[config.mk]
export PLATFORM = sky130hd
export DESIGN_NAME = mem_stage_flat
export DESIGN_NICKNAME = d
export VERILOG_FILES = /design/src/rtl/mem_stage_if.sv /design/src/rtl/mem_stage.sv /design/src/flat_wrapper.sv
export SDC_FILE = /design/constraint.sdc
export NUM_CORES = 1
export LEC_CHECK = 0
export ABC_AREA = 1
export BUFFER_PORTS_ARGS = -buffer_cell sky130_fd_sc_hd__buf_2
export CAP_MARGIN = 0
export CORE_AREA = 2 2 167 169
export DETAILED_ROUTE_END_ITERATION = 16
export DIE_AREA = 0 0 169 171
export GPL_ROUTABILITY_DRIVEN = 0
export PLACE_DENSITY = 0.6
export SYNTH_ARGS = -nofsm -noshare
export SYNTH_HDL_FRONTEND = slang
export SYNTH_SLANG_ARGS = --single-unit
[constraint.sdc]
create_clock -name clk -period 1.5 [get_ports clk]
set_input_delay 0.15 -clock clk [delete_from_list [all_inputs] [get_ports clk]]
set_output_delay 0.15 -clock clk [all_outputs]
set_load 0.01 [all_outputs]
[src/rtl/mem_stage_if.sv]
// Bundle of the MEM stage's pipeline buses: EX-side inputs, SRAM read data, and the
// MEM->WB bus plus forwarding outputs. The EX side/driver uses master, the stage uses slave.
interface mem_stage_if #(
  parameter int EX_TO_MEM_WD = 76,
  parameter int MEM_TO_WB_WD = 70,
  parameter int STALL_WD     = 6
);
  logic [STALL_WD-1:0]     stall;
  logic [EX_TO_MEM_WD-1:0] ex_to_mem_bus;
  logic [65:0]             hilo_ex_to_mem_bus;
  logic [2:0]              ex_ld_op;
  logic [31:0]             data_sram_rdata;
  logic [MEM_TO_WB_WD-1:0] mem_to_wb_bus;
  logic [65:0]             hilo_mem_to_wb_bus;
  logic                    mem_wreg;
  logic [4:0]              mem_waddr;
  logic [31:0]             mem_wdata;
  logic                    mem_hi_we;
  logic                    mem_lo_we;
  logic [31:0]             mem_hi_wdata;
  logic [31:0]             mem_lo_wdata;
  logic                    mem_adel;

  // Handshake: there is no valid/ready pair; flow is governed by stall (1 = Stop),
  // stall[3] holds the MEM stage and stall[4] the WB stage behind it.
  modport master (
    output stall, ex_to_mem_bus, hilo_ex_to_mem_bus, ex_ld_op, data_sram_rdata,
    input  mem_to_wb_bus, hilo_mem_to_wb_bus, mem_wreg, mem_waddr, mem_wdata,
    input  mem_hi_we, mem_lo_we, mem_hi_wdata, mem_lo_wdata, mem_adel
  );

  modport slave (
    input  stall, ex_to_mem_bus, hilo_ex_to_mem_bus, ex_ld_op, data_sram_rdata,
    output mem_to_wb_bus, hilo_mem_to_wb_bus, mem_wreg, mem_waddr, mem_wdata,
    output mem_hi_we, mem_lo_we, mem_hi_wdata, mem_lo_wdata, mem_adel
  );
endinterface

[src/rtl/mem_stage.sv]
// Pipeline MEM stage: registers EX->MEM and HI/LO buses, aligns/extends SRAM load data.
// Optional misaligned-load flag enabled by defining MEM_ADDR_EXC_EN.
module mem_stage #(
  parameter int EX_TO_MEM_WD = 76,
  parameter int MEM_TO_WB_WD = 70,
  parameter int STALL_WD     = 6
) (
  input logic        clk,
  input logic        rst,
  mem_stage_if.slave mem_if
);
  localparam logic [2:0] LD_LW  = 3'b000;
  localparam logic [2:0] LD_LB  = 3'b001;
  localparam logic [2:0] LD_LBU = 3'b010;
  localparam logic [2:0] LD_LH  = 3'b011;
  localparam logic [2:0] LD_LHU = 3'b100;

  logic [EX_TO_MEM_WD-1:0] ex_to_mem_q, ex_to_mem_d;
  logic [65:0]             hilo_q, hilo_d;
  logic [2:0]              ld_op_q, ld_op_d;

  logic stop_mem, stop_wb;
  assign stop_mem = mem_if.stall[3];
  assign stop_wb  = mem_if.stall[4];

  // A stalled MEM with a free WB must not let WB re-consume this instruction: insert a bubble.
  always_comb begin
    ex_to_mem_d = ex_to_mem_q;
    hilo_d      = hilo_q;
    ld_op_d     = ld_op_q;
    if (stop_mem && !stop_wb) begin
      ex_to_mem_d = '0;
      hilo_d      = '0;
      ld_op_d     = '0;
    end else if (!stop_mem) begin
      ex_to_mem_d = mem_if.ex_to_mem_bus;
      hilo_d      = mem_if.hilo_ex_to_mem_bus;
      ld_op_d     = mem_if.ex_ld_op;
    end
  end

  always_ff @(posedge clk) begin
    if (rst) begin
      ex_to_mem_q <= '0;
      hilo_q      <= '0;
      ld_op_q     <= '0;
    end else begin
      ex_to_mem_q <= ex_to_mem_d;
      hilo_q      <= hilo_d;
      ld_op_q     <= ld_op_d;
    end
  end

  logic [31:0] pc;
  logic        sel_rf_res, rf_we;
  logic [4:0]  rf_waddr;
  logic [31:0] ex_result;
  logic [1:0]  addr_lo;

  assign pc         = ex_to_mem_q[75:44];
  assign sel_rf_res = ex_to_mem_q[38];
  assign rf_we      = ex_to_mem_q[37];
  assign rf_waddr   = ex_to_mem_q[36:32];
  assign ex_result  = ex_to_mem_q[31:0];
  assign addr_lo    = ex_result[1:0];

  logic [31:0] rdata;
  logic [7:0]  ld_byte;
  logic [15:0] ld_half;
  logic [31:0] load_data;

  assign rdata = mem_if.data_sram_rdata;

  always_comb begin
    ld_byte = rdata[7:0];
    case (addr_lo)
      2'd0: ld_byte = rdata[7:0];
      2'd1: ld_byte = rdata[15:8];
      2'd2: ld_byte = rdata[23:16];
      2'd3: ld_byte = rdata[31:24];
      default: ld_byte = rdata[7:0];
    endcase
    ld_half = addr_lo[1] ? rdata[31:16] : rdata[15:0];
    case (ld_op_q)
      LD_LW:   load_data = rdata;
      LD_LB:   load_data = {{24{ld_byte[7]}}, ld_byte};
      LD_LBU:  load_data = {24'd0, ld_byte};
      LD_LH:   load_data = {{16{ld_half[15]}}, ld_half};
      LD_LHU:  load_data = {16'd0, ld_half};
      default: load_data = '0;
    endcase
  end

  logic adel;
`ifdef MEM_ADDR_EXC_EN
  always_comb begin
    adel = 1'b0;
    if (sel_rf_res) begin
      case (ld_op_q)
        LD_LW:         adel = (addr_lo != 2'd0);
        LD_LH, LD_LHU: adel = addr_lo[0];
        default:       adel = 1'b0;
      endcase
    end
  end
`else
  assign adel = 1'b0;
`endif

  logic        rf_we_out;
  logic [31:0] rf_wdata;
  assign rf_we_out = rf_we & ~adel;
  assign rf_wdata  = sel_rf_res ? load_data : ex_result;

  assign mem_if.mem_to_wb_bus      = MEM_TO_WB_WD'({pc, rf_we_out, rf_waddr, rf_wdata});
  assign mem_if.hilo_mem_to_wb_bus = hilo_q;
  assign mem_if.mem_wreg           = rf_we_out;
  assign mem_if.mem_waddr          = rf_waddr;
  assign mem_if.mem_wdata          = rf_wdata;
  assign mem_if.mem_hi_wdata       = hilo_q[65:34];
  assign mem_if.mem_lo_wdata       = hilo_q[33:2];
  assign mem_if.mem_hi_we          = hilo_q[1];
  assign mem_if.mem_lo_we          = hilo_q[0];
  assign mem_if.mem_adel           = adel;

  // ram_en/ram_wen were consumed by the SRAM request in EX; other stall bits belong to other stages.
  logic unused_bits;
  assign unused_bits = ^{ex_to_mem_q[43:39], mem_if.stall[2:0], mem_if.stall[STALL_WD-1]};
endmodule

[src/flat_wrapper.sv]
// flat-port wrapper written by rule: the top's interface ports become plain ports
module mem_stage_flat 
#(
  parameter int EX_TO_MEM_WD = 76,
  parameter int MEM_TO_WB_WD = 70,
  parameter int STALL_WD     = 6
)
  (clk, rst, mem_if_stall, mem_if_ex_to_mem_bus, mem_if_hilo_ex_to_mem_bus, mem_if_ex_ld_op, mem_if_data_sram_rdata, mem_if_mem_to_wb_bus, mem_if_hilo_mem_to_wb_bus, mem_if_mem_wreg, mem_if_mem_waddr, mem_if_mem_wdata, mem_if_mem_hi_we, mem_if_mem_lo_we, mem_if_mem_hi_wdata, mem_if_mem_lo_wdata, mem_if_mem_adel);
  mem_stage_if #(.EX_TO_MEM_WD(EX_TO_MEM_WD), .MEM_TO_WB_WD(MEM_TO_WB_WD), .STALL_WD(STALL_WD)) mem_if_i ();
  input logic clk;
  input logic rst;
  input wire logic [$bits(mem_if_i.stall)-1:0] mem_if_stall;
  input wire logic [$bits(mem_if_i.ex_to_mem_bus)-1:0] mem_if_ex_to_mem_bus;
  input wire logic [$bits(mem_if_i.hilo_ex_to_mem_bus)-1:0] mem_if_hilo_ex_to_mem_bus;
  input wire logic [$bits(mem_if_i.ex_ld_op)-1:0] mem_if_ex_ld_op;
  input wire logic [$bits(mem_if_i.data_sram_rdata)-1:0] mem_if_data_sram_rdata;
  output wire logic [$bits(mem_if_i.mem_to_wb_bus)-1:0] mem_if_mem_to_wb_bus;
  output wire logic [$bits(mem_if_i.hilo_mem_to_wb_bus)-1:0] mem_if_hilo_mem_to_wb_bus;
  output wire logic [$bits(mem_if_i.mem_wreg)-1:0] mem_if_mem_wreg;
  output wire logic [$bits(mem_if_i.mem_waddr)-1:0] mem_if_mem_waddr;
  output wire logic [$bits(mem_if_i.mem_wdata)-1:0] mem_if_mem_wdata;
  output wire logic [$bits(mem_if_i.mem_hi_we)-1:0] mem_if_mem_hi_we;
  output wire logic [$bits(mem_if_i.mem_lo_we)-1:0] mem_if_mem_lo_we;
  output wire logic [$bits(mem_if_i.mem_hi_wdata)-1:0] mem_if_mem_hi_wdata;
  output wire logic [$bits(mem_if_i.mem_lo_wdata)-1:0] mem_if_mem_lo_wdata;
  output wire logic [$bits(mem_if_i.mem_adel)-1:0] mem_if_mem_adel;
  assign mem_if_i.stall = mem_if_stall;
  assign mem_if_i.ex_to_mem_bus = mem_if_ex_to_mem_bus;
  assign mem_if_i.hilo_ex_to_mem_bus = mem_if_hilo_ex_to_mem_bus;
  assign mem_if_i.ex_ld_op = mem_if_ex_ld_op;
  assign mem_if_i.data_sram_rdata = mem_if_data_sram_rdata;
  assign mem_if_mem_to_wb_bus = mem_if_i.mem_to_wb_bus;
  assign mem_if_hilo_mem_to_wb_bus = mem_if_i.hilo_mem_to_wb_bus;
  assign mem_if_mem_wreg = mem_if_i.mem_wreg;
  assign mem_if_mem_waddr = mem_if_i.mem_waddr;
  assign mem_if_mem_wdata = mem_if_i.mem_wdata;
  assign mem_if_mem_hi_we = mem_if_i.mem_hi_we;
  assign mem_if_mem_lo_we = mem_if_i.mem_lo_we;
  assign mem_if_mem_hi_wdata = mem_if_i.mem_hi_wdata;
  assign mem_if_mem_lo_wdata = mem_if_i.mem_lo_wdata;
  assign mem_if_mem_adel = mem_if_i.mem_adel;
  mem_stage #(.EX_TO_MEM_WD(EX_TO_MEM_WD), .MEM_TO_WB_WD(MEM_TO_WB_WD), .STALL_WD(STALL_WD)) u_core (.clk(clk), .rst(rst), .mem_if(mem_if_i));
endmodule
; ---- Word level (Yosys, flattened, before mapping)
; Cells that the tools add are included.
[classes]
n_eq_ne = 7
muxes = 4
reduce_logical = 5
[op_table]
columns = operator, count
row1 = one-hot mux 32 bit (5 select lines), 1
row2 = 2-to-1 mux 32 bit, 1
row3 = one-hot mux 8 bit (4 select lines), 1
row4 = 2-to-1 mux 16 bit, 1
row5 = "equality test 3 x 2 -> 1 bit, second input constant", 2
row6 = "equality test 2 bit, second input constant", 2
row7 = "equality test 3 x 1 -> 1 bit, second input constant", 1
row8 = "equality test 3 bit, second input constant", 1
row9 = zero test 3 bit, 1
row10 = "equality test 2 x 1 -> 1 bit, second input constant", 1
row11 = zero test 2 bit, 1
row12 = OR reduction 2 bit, 1
row13 = logical AND 1 bit, 1
row14 = zero test 1 bit, 1
[totals]
regBits = 145
out_inout_bits = 241
elab_cells = 19

; ---- Depth between registers and ports, before layout
; Gate-level depths: netlist of the first run.
[logic_depth]
ltp_word = 4
mapped_depth = 11
mapped_depth_nobuf = 9

; ---- Worst setup path after synthesis of the first run
; Ideal clock, no wire load.
[synth_path]
path_kind = flip-flop to output port
start = reg u_core.ld_op_q[0]
end = out mem_if_mem_wdata[16]
arrival_time_ns = 1.278
path_slack_ns = 0.072
stages_incl_launch_ff = 9
path_buffers = 2
path_cell_list = dfxtp_1 inv_1 nor3_1 nand2_4 buf_6 nand3_1 nand2_1 nand2_1 buf_4
[synth_via]
elab_chain_cells = 3
[synth_lines]
columns = element, line_no
row1 = "start, declared", mem_stage.sv:20  ; logic [2:0] ld_op_q, ld_op_d;
row2 = "start signal, assigned", mem_stage.sv:50  ; ld_op_q <= ld_op_d;
row3 = "equality test 3 bit, or another cell as far along", mem_stage.sv:84  ; case (ld_op_q)
row4 = one-hot mux 32 bit (5 select lines) *, mem_stage.sv:84
row5 = 2-to-1 mux 32 bit *, mem_stage.sv:113  ; assign rf_wdata = sel_rf_res ? load_data : ex_result;
row6 = "end, declared", flat_wrapper.sv:21  ; output wire logic [$bits(mem_if_i.mem_wdata)-1:0] mem_if_mem_wdata;
; Mark *: on every way between the ends. The rest lies on a longest branch, timed or not.

; ---- Final worst setup path of the first run
[layout_path]
start = reg u_core.ex_to_mem_q[1]
end = out mem_if_mem_wdata[6]
[layout_via]
elab_chain_cells = 4
[layout_lines]
columns = element, line_no
row1 = "start, declared", mem_stage.sv:18  ; logic [EX_TO_MEM_WD-1:0] ex_to_mem_q, ex_to_mem_d;
row2 = "start signal, assigned", mem_stage.sv:48  ; ex_to_mem_q <= ex_to_mem_d;
row3 = "equality test 2 bit, or another cell as far along", mem_stage.sv:76  ; case (addr_lo)
row4 = one-hot mux 8 bit (4 select lines), mem_stage.sv:76
row5 = one-hot mux 32 bit (5 select lines) *, mem_stage.sv:84
row6 = 2-to-1 mux 32 bit *, mem_stage.sv:113
; Marked as above.

==> metrics.txt, run 1 <==
outcome=complete, but fails checks; failing checks=setup timing; CTS tree=yes; Final Hold Fails=0; Synth cell types=21; switching power total=3.24 mW; DRC Markers=0; sequential area share after synthesis=0.390; HP Class=input pin to flop; max-cap violations=0; RSZ-0062 raised after global routing=yes; Clock Latency Late Sink=~410 ps; largest net degree at the start of global routing=82; register bit count reported by yosys=140; Total GRT Usage=0.180; cell chain of the critical path=buf_6 > buf_8 > buf_12 > nor2_2 > o21ai_1 > nand3_1 > nand3_1 > nand2_1 > nand2_1 > buf_2; core area=27300 um2; vias per inst=4.45; Detail Route Antenna Nets=0; first-pass GRT wire length=41200 um; Final Max Tran Viols=0; clock group share of total power=0.404; drt pass-1 iters=4; DP HPWL=between 15000 and 20000 um; hold path start=mem_if_hilo_ex_to_mem_bus[61]; Reg power frac=0.377; Int Power=7.41 mW; Register Area=2820 um2; crit path max fanout=8; Setup Skew=0 ps; initial antenna violation count=3; Synth Cell Area=7190 um2; final setup violating endpoints=64; via count=between 8000 and 9000; TNS Setup=-25650 ps; # fillers=2817; GRT overflow=0; Tmin final=1950 ps; crit-path max cell delay=roughly 370 ps; Clock Path Buffers=2; IO Pins=~430; Tot Pwr=roughly 11 mW; Critical Path Start Type=flop; YS warnings=0; final core occ=0.421; Buffers on Ports=415; Pleak=5.87 nW; Layout Nets=around 1700; Max rail drop VDD=roughly 0.00064 V; Worst Path Required=~1400 ps; launching point of the worst reg2reg path=u_core.ex_to_mem_q[38]; FP Rows=61; Comb pwr share=0.219; Clock transition at path regs=60 ps; Total Die Area=28900 um2; Worst Hold End=u_core.mem_if.hilo_mem_to_wb_bus[61]; post-synth net total=1248; Starting Density=0.263; DIE WIDTH=roughly 170 um; root buffer cell=clkbuf_16; P per Cell Area=926 nW/um2; Syn Inst Count=1063; Max Freq=0.513 GHz; Post-synth EDFFs=0; Async SR Flop Fraction=0; Area growth, synth to finish=60.0%; CP Buf/Inv Count=4; reg2reg path depth=3; H-Tree Depth=4; hold slack=between 20 and 25 ps; Hold Path Depth=3; Top Family by Delay on Critical Path=buffers and inverters; fin crit share=1.30; vias in the first global route=7695; detailed router's first-iteration violation count=462; fin worst setup slack=-448 ps; clock sinks=between 100 and 150; switching share of power=0.304; routed len/inst=15.2 um; CTS Buf Count=17; top_reg_cell synth=dfxtp_1; Area after DPL=8690 um2; die height=171 um; share of layout cells above drive strength 1=0.403; endpoint class of the critical path=output pin; synthesized area per cell=around 6.8 um2; R2R setup slack=610 ps; Total Wirelength=27800 um; final instance area=11500 um2; Crit-path slowest cell=dfxtp_4; crit path kind=flop to output pin; crit path DAT=1800 ps; area of the multi-input gates=3310 um2; reg-to-reg endpoint=u_core.ex_to_mem_q[38]
-- timing repair --
action | CTS | global route
hold buffers | 134 | 0
hold endpoints to repair | 134 | 0
setup endpoints to repair | 64 | 64
gates resized for setup | 99 | 88
cloned | 2 | 4
pin swaps | 27 | 50
buffers inserted | 5 | 6
-- flip-flops by register name (all words and copies together) (netlist names) --
name,flops
u_core.ld_op_q,3
u_core.mem_if.hilo_mem_to_wb_bus,66
u_core.ex_to_mem_q,71
-- area by class of cell --
class	count	share of cell area
diodes	3	0.000653
clock buffers	19	0.0385
clock inverters	13	0.0113
inverters	27	0.00946
multi-input cells	691	0.288
flip-flops and latches	140	0.245
well taps	346	0.0376
repair buffers	595	0.369
-- tightest hold or removal path: stages --
cell and delay, ps:
buf_2 100, nand2_1 80, a21oi_1 60
-- cells in the final DEF (no fill, tap or decap), drive strengths merged --
master,synthesis,routed
nand2,465,466
conb,1,1
nor3,1,1
nor2,25,25
clkbuf,15,21
diode,0,3
clkinvlp,0,3
dfxtp,140,140
bufinv,0,1
buf,191,459
nand3,46,46
o21bai,1,1
o21ai,9,9
dlygate4sd3,0,134
inv,27,34
clkinv,0,2
a21oi,141,141
nand2b,1,1
-- synthesized netlist by cell type (2+ instances only) --
master    number  area (um2)
buf_4        144        1080
buf_6          4        45.0
nand2_1      461        1730
nand2_2        3        18.8
clkbuf_1      15        56.3
o21ai_0        9        45.0
nor2_1        24        90.1
nand3_1       41         205
nand3_2        5        50.1
inv_1         25        93.8
dfxtp_1      140        2800
buf_2         41         205
inv_2          2        7.51
buf_1          2        7.51
a21oi_1      141         706
-- power by group through the flow --
stage | sequential, mW | clock (mW) | combinational (mW)
detailed placement | 4.09 | 0 | 1.72
floorplan | 4.11 | 0 | 1.10
global placement | 4.09 | 0 | 1.71
global route | 4.03 | 4.61 | 2.54
finish | 4.01 | 4.31 | 2.33
CTS | 4.01 | 4.48 | 2.13
-- logic make-up after synthesis --
logic type	Yosys count	synth area share
AOI/OAI and AO/OA	151	0.106
other	1	0.000522
DFF	140	0.390
and+or+nand+nor	538	0.295
buffers and inverters	233	0.208
-- per-layer routing --
| metal | track usage | vias to the layer above | wire length (um) |
|---|---|---|---|
| met1 | 0.210 | 3752 | 11300 |
| met2 | 0.330 | 357 | 14000 |
| met5 | 0 | - | 0 |
| met4 | 0.0550 | 0 | 624 |
| met3 | 0.0407 | 42 | 1860 |
| li1 | - | 4008 | - |
-- metrics by stage --
stage / cells / setup slack [ps]
final: 1834 / -448
after detailed placement: 1649 / -68.6
after global placement: 1649 / -105
after global routing: 1833 / -544
after floorplan: 1063 / 72.3
after CTS: 1821 / -447
-- how the worst max path moves through the flow --
stage                                     start                  endpoint  slack (ps)  cells after the start
after floorplan               u_core.ld_op_q[0]      mem_if_mem_wdata[16]          70                      8
after global placement    u_core.ex_to_mem_q[1]      mem_if_mem_wdata[30]        -110                     11
after detailed placement  u_core.ex_to_mem_q[1]  mem_if_mem_to_wb_bus[30]         -70                     11
after CTS                 u_core.ex_to_mem_q[1]       mem_if_mem_wdata[6]        -450                     11
after global routing      u_core.ex_to_mem_q[1]   mem_if_mem_to_wb_bus[6]        -540                     10
final                     u_core.ex_to_mem_q[1]       mem_if_mem_wdata[6]        -450                     10
Power figures use the tool's default switching activity.
==> run 2: changes to the inputs <==
==> constraint.sdc (replaced) <==
create_clock -name clk -period 2 [get_ports clk]
set_input_delay 0.2 -clock clk [delete_from_list [all_inputs] [get_ports clk]]
set_output_delay 0.2 -clock clk [all_outputs]
set_load 0.01 [all_outputs]
==> metrics.txt, run 2 (synthesis results as in run 1) <==
IO Pins=426 (unchanged); Pleak=5.26 nW (-11%); max-cap violations=0 (unchanged); Starting Density=0.263 (unchanged); vias per inst=4.41 (-0.87%); initial antenna violation count=7 (+4); DIE WIDTH=169 um (unchanged); Worst Path Required=1800 ps (+450 ps); detailed router's first-iteration violation count=478 (+3.5%); Critical Path Start Type=flop; TNS Setup=-175 ps (+25480 ps); cell chain of the critical path=nor2_4 > nand2_1 > nand2_1 > inv_1 > nand2_2 > nand2_4 > clkbuf_16 > nand3_2 > nand2_1 > nand2_1 > buf_2; CTS Buf Count=17 (unchanged); fin worst setup slack=-24.2 ps (+424 ps); core area=27300 um2 (unchanged); Buffers on Ports=415 (unchanged); via count=7568 (-7.2%); Final Max Tran Viols=0 (unchanged); CP Buf/Inv Count=3 (-1); failing checks=setup timing; HP Class=input pin to flop; Clock Path Buffers=2 (unchanged); crit path max fanout=8 (unchanged); Crit-path slowest cell=dfxtp_4; Detail Route Antenna Nets=0 (unchanged); Hold Path Depth=3 (unchanged); Most flops, register=u_core.ex_to_mem_q; vias in the first global route=6768 (-12%); # fillers=2916 (+3.5%); crit path kind=flop to output pin; Setup Skew=0 ps (unchanged); outcome=complete, but fails checks; crit-path max cell delay=380 ps (about the same); Max Freq=between 0.4 and 0.5 GHz; Total Die Area=28900 um2 (unchanged); Total GRT Usage=0.166 (-0.0142); share of layout cells above drive strength 1=0.395 (-0.00878); Top Family by Delay on Critical Path=simple AND/OR/NAND/NOR gates; Relative slew margins=0.533; Clock Latency Late Sink=420 ps (about the same); Total Wirelength=25400 um (-8.6%); Clock transition at path regs=70 ps (about the same); most common cell after layout, fill and taps aside=nand2_1; CTS tree=yes; Critical Path Most Common Cell=nand2_1; first-pass GRT wire length=37400 um (-9.2%); final core occ=0.364 (-0.0569); Area growth, synth to finish=38.4%; final setup violating endpoints=17 (-73%); fin crit share=1.01; slew at the pin closest to its max-slew limit=701 ps; root buffer cell=clkbuf_16; R2R setup slack=930 ps (+320 ps); Tmin final=2020 ps; DRC Markers=0 (unchanged); reg2reg path depth=3 (unchanged); DP HPWL=18000 um (-1.3%); most frequent cells in the layout=433 x nand2_1, 399 x buf_2, 141 x a21oi_1; clock sinks=140 (unchanged); endpoint class of the critical path=output pin; routed len/inst=14.8 um (-2.3%); Max rail drop VDD=0.000384 V (-40%); number of stages on the worst setup path=11 (+1); P per Cell Area=811 nW/um2 (-12%); RSZ-0062 raised after global routing=yes; FP Rows=61 (unchanged); largest net degree at the start of global routing=141 (+72%); max reg flops=71 (unchanged); Layout Nets=1538 (-7.2%); GRT overflow=0 (unchanged); Final Hold Fails=0 (unchanged); crit path DAT=1820 ps (+20 ps); drt pass-1 iters=5 (+1); die height=171 um (unchanged); H-Tree Depth=4 (unchanged)
[run 2: changes by cell type in the layout (fill, tap and decap cells not counted), moves of 7 or more]
| cell | change |
|---|---|
| nor2_1 | +7 |
| nand3_1 | +9 |
| nand2_2 | -13 |
| dlygate4sd3_1 | -99 |
| nand2_4 | -9 |
| buf_6 | -32 |
| buf_2 | +20 |
| nand3_4 | -7 |
| nand2_1 | +23 |
[run 2: where the power goes]
part | leakage [nW] | internal (mW) | switching, mW
sequential | 1.15 | 2.92 | 0.0919
combinational | 3.78 | 0.622 | 0.783
clock | 0.325 | 2.25 | 1.40
total | 5.26 | 5.79 | 2.28
[run 2: stage by stage]
stage               std cells  worst slack, ps  hold slack [ps]  total power [mW]  area (um2)
floorplan                1063              522              344              3.91        7190
global placement         1634              295              448              4.30        8500
detailed placement       1634              274              452              4.31        8500
CTS                      1705            -53.2            0.203              8.10        9640
global route             1714             -179             3.81              8.44        9940
finish                   1716            -24.2             20.3              8.07        9950
[run 2: layout make-up]
type                            count  area [um2]  area share
Multi-Input combinational cell    692        3070       0.308
Antenna cell                        4        10.0     0.00101
Clock inverter                     15         233      0.0234
Tap cell                          346         433      0.0435
Sequential cell                   140        2820       0.284
Timing Repair Buffer              475        2840       0.286
Clock buffer                       17         425      0.0428
Inverter                           27         115      0.0116
[run 2: layer usage]
layer  part of all wire  global-route usage  wire length [um]  vias up
met5             0.0017                   0                42        -
met4              0.014              0.0524               359        6
met3              0.078              0.0509              1990       31
met2               0.49               0.291             12600      318
met1               0.41               0.195             10500     3437
li1                   -                   -                 -     3776
[run 2: final timing paths]
path	start	to
setup / recovery	u_core.ex_to_mem_q[1]	mem_if_mem_wdata[15]
hold / removal	mem_if_hilo_ex_to_mem_bus[21]	u_core.mem_if.hilo_mem_to_wb_bus[21]
setup reg to reg	u_core.ex_to_mem_q[38]	u_core.ex_to_mem_q[38]
hold reg to reg	u_core.ex_to_mem_q[61]	u_core.ex_to_mem_q[61]
[run 2: timing repair]
item	CTS	global route
pin swaps	2	11
gates cloned	1	4
setup endpoints to repair	62	64
resized for setup	30	53
buffers inserted	3	3
hold buffers	35	0
hold endpoints to repair	35	0
[run 2: worst register-to-register path, stage by stage, from the launching register on]
cell and delay, ps:
dfxtp_1 370, buf_4 370, nand2_1 100, a21oi_1 150
==> run 3: changes to the inputs <==
--- a/config.mk
+++ b/config.mk
@@ -13,6 +13,7 @@
 export DIE_AREA = 0 0 169 171
 export GPL_ROUTABILITY_DRIVEN = 0
 export PLACE_DENSITY = 0.6
+export RECOVER_POWER = 50
 export SYNTH_ARGS = -nofsm -noshare
 export SYNTH_HDL_FRONTEND = slang
 export SYNTH_SLANG_ARGS = --single-unit
==> metrics.txt, run 3 (synthesis results as in run 1) <==
Layout Nets=1538 (unchanged); Most flops, register=u_core.ex_to_mem_q; crit path kind=flop to output pin; Area growth, synth to finish=37.6%; HP Class=input pin to flop; final instance area=9890 um2 (-0.54%); Total Wirelength=25500 um (+0.15%); Max rail drop VDD=0.000385 V (+0.36%); Total GRT Usage=0.166 (unchanged); Pleak=5.17 nW (-1.7%); Detail Route Antenna Nets=0 (unchanged); via count=7563 (-0.066%); vias in the first global route=6768 (unchanged); P per Cell Area=815 nW/um2 (+0.47%); Clock transition at path regs=70 ps (about the same); initial antenna violation count=7 (unchanged); routed len/inst=14.9 um (+0.15%); root buffer cell=clkbuf_16; slew at the pin closest to its max-slew limit=1000 ps (+303 ps); crit path DAT=1840 ps (+20 ps); die height=171 um (unchanged); GRT overflow=0 (unchanged); fin worst setup slack=-43.4 ps (-19.1 ps); DIE WIDTH=169 um (unchanged); clock sinks=140 (unchanged); Relative slew margins=0.330 (-0.203); CTS tree=yes; max reg flops=71 (unchanged); crit path max fanout=15 (+7); Critical Path Start Type=flop; Area after DPL=8500 um2 (unchanged); failing checks=setup timing; first-pass GRT wire length=37400 um (unchanged); Starting Density=0.263 (unchanged); CTS Buf Count=17 (unchanged); DP HPWL=18000 um (unchanged); Total Die Area=28900 um2 (unchanged); Buffers on Ports=415 (unchanged); DRC Markers=0 (unchanged); Setup Skew=0 ps (unchanged); most frequent cells in the layout=433 x nand2_1, 380 x buf_2, 141 x a21oi_1; Max Freq=0.489 GHz (-0.94%); final setup violating endpoints=31 (+14); final core occ=0.362 (-0.00197); most common cell after layout, fill and taps aside=nand2_1; endpoint class of the critical path=output pin; Worst Path Required=1800 ps (about the same); # fillers=2932 (+0.55%); IO Pins=426 (unchanged); H-Tree Depth=4 (unchanged); Tmin final=2040 ps (+19.1 ps); detailed router's first-iteration violation count=476 (-0.42%); drt pass-1 iters=5 (unchanged); Clock Path Buffers=2 (unchanged); RSZ-0062 raised after global routing=yes; core area=27300 um2 (unchanged); fin crit share=1.02 (+0.00957); max-cap violations=0 (unchanged); Clock Latency Late Sink=420 ps (about the same); outcome=complete, but fails checks; largest net degree at the start of global routing=141 (unchanged); share of layout cells above drive strength 1=0.378 (-0.0161); vias per inst=4.41 (about the same); Final Hold Fails=0 (unchanged); FP Rows=61 (unchanged); Final Max Tran Viols=0 (unchanged)
[run 3: cell types whose count changed in the layout (fill, tap and decap cells not counted), moves of 3 or more]
cell	delta
clkbuf_4	+3
buf_4	-3
buf_2	-19
clkbuf_1	+20
[run 3: layout make-up]
| class | instances | area (um2) | area share |
|---|---|---|---|
| Antenna cell | 4 | 10.0 | 0.00101 |
| Clock buffer | 17 | 425 | 0.0430 |
| Timing Repair Buffer | 475 | 2800 | 0.283 |
| Tap cell | 346 | 433 | 0.0438 |
| Sequential cell | 140 | 2820 | 0.285 |
| Clock inverter | 15 | 233 | 0.0235 |
| Multi-Input combinational cell | 692 | 3060 | 0.309 |
| Inverter | 27 | 113 | 0.0114 |
[run 3: power by group]
group,switching (mW),leakage [nW],internal [mW],total [mW]
clock,1.41,0.325,2.25,3.66
sequential,0.0927,1.15,2.92,3.01
combinational,0.780,3.69,0.612,1.39
total,2.28,5.17,5.78,8.06
[run 3: repair_timing]
action,CTS,global route
buffers inserted,3,3
pin swaps,2,11
gates resized for setup,30,53
endpoints found under the hold margin,35,0
setup endpoints to repair,62,64
gates cloned,1,4
hold buffers,35,0
[run 3: worst max-delay path, stage by stage, from the launching register on]
cell	delay (ps)
dfxtp_4	400
buf_4	230
nor2_1	90
o21ai_0	230
nand3_1	100
nand3_1	80
nand2_1	50
nand2_1	90
buf_2	130
[run 3: worst paths after layout]
kind,startpoint,end,slack [ps],cells past startpoint
setup reg to reg,u_core.ex_to_mem_q[38],u_core.ex_to_mem_q[38],930,3
hold / removal,mem_if_hilo_ex_to_mem_bus[21],u_core.mem_if.hilo_mem_to_wb_bus[21],20,3
hold reg to reg,u_core.ex_to_mem_q[61],u_core.ex_to_mem_q[61],460,2
setup / recovery,u_core.ex_to_mem_q[1],mem_if_mem_to_wb_bus[2],-40,8
[run 3: through the flow]
| stage | worst slack [ps] | hold WS (ps) | power (mW) | TNS, ps | std cells |
|---|---|---|---|---|---|
| finish | -43.4 | 18.8 | 8.06 | -489 | 1716 |
| detailed placement | 274 | 452 | 4.31 | 0 | 1634 |
| global route | -179 | 3.81 | 8.43 | -6110 | 1714 |
| global placement | 295 | 448 | 4.30 | 0 | 1634 |
| floorplan | 522 | 344 | 3.91 | 0 | 1063 |
| CTS | -53.2 | 0.203 | 8.10 | -574 | 1705 |
[run 3: per-layer routing]
metal  GRT usage  routed length, um
met5           0                 42
met4      0.0524                427
met3      0.0509               2090
met2       0.291              12500
met1       0.195              10400
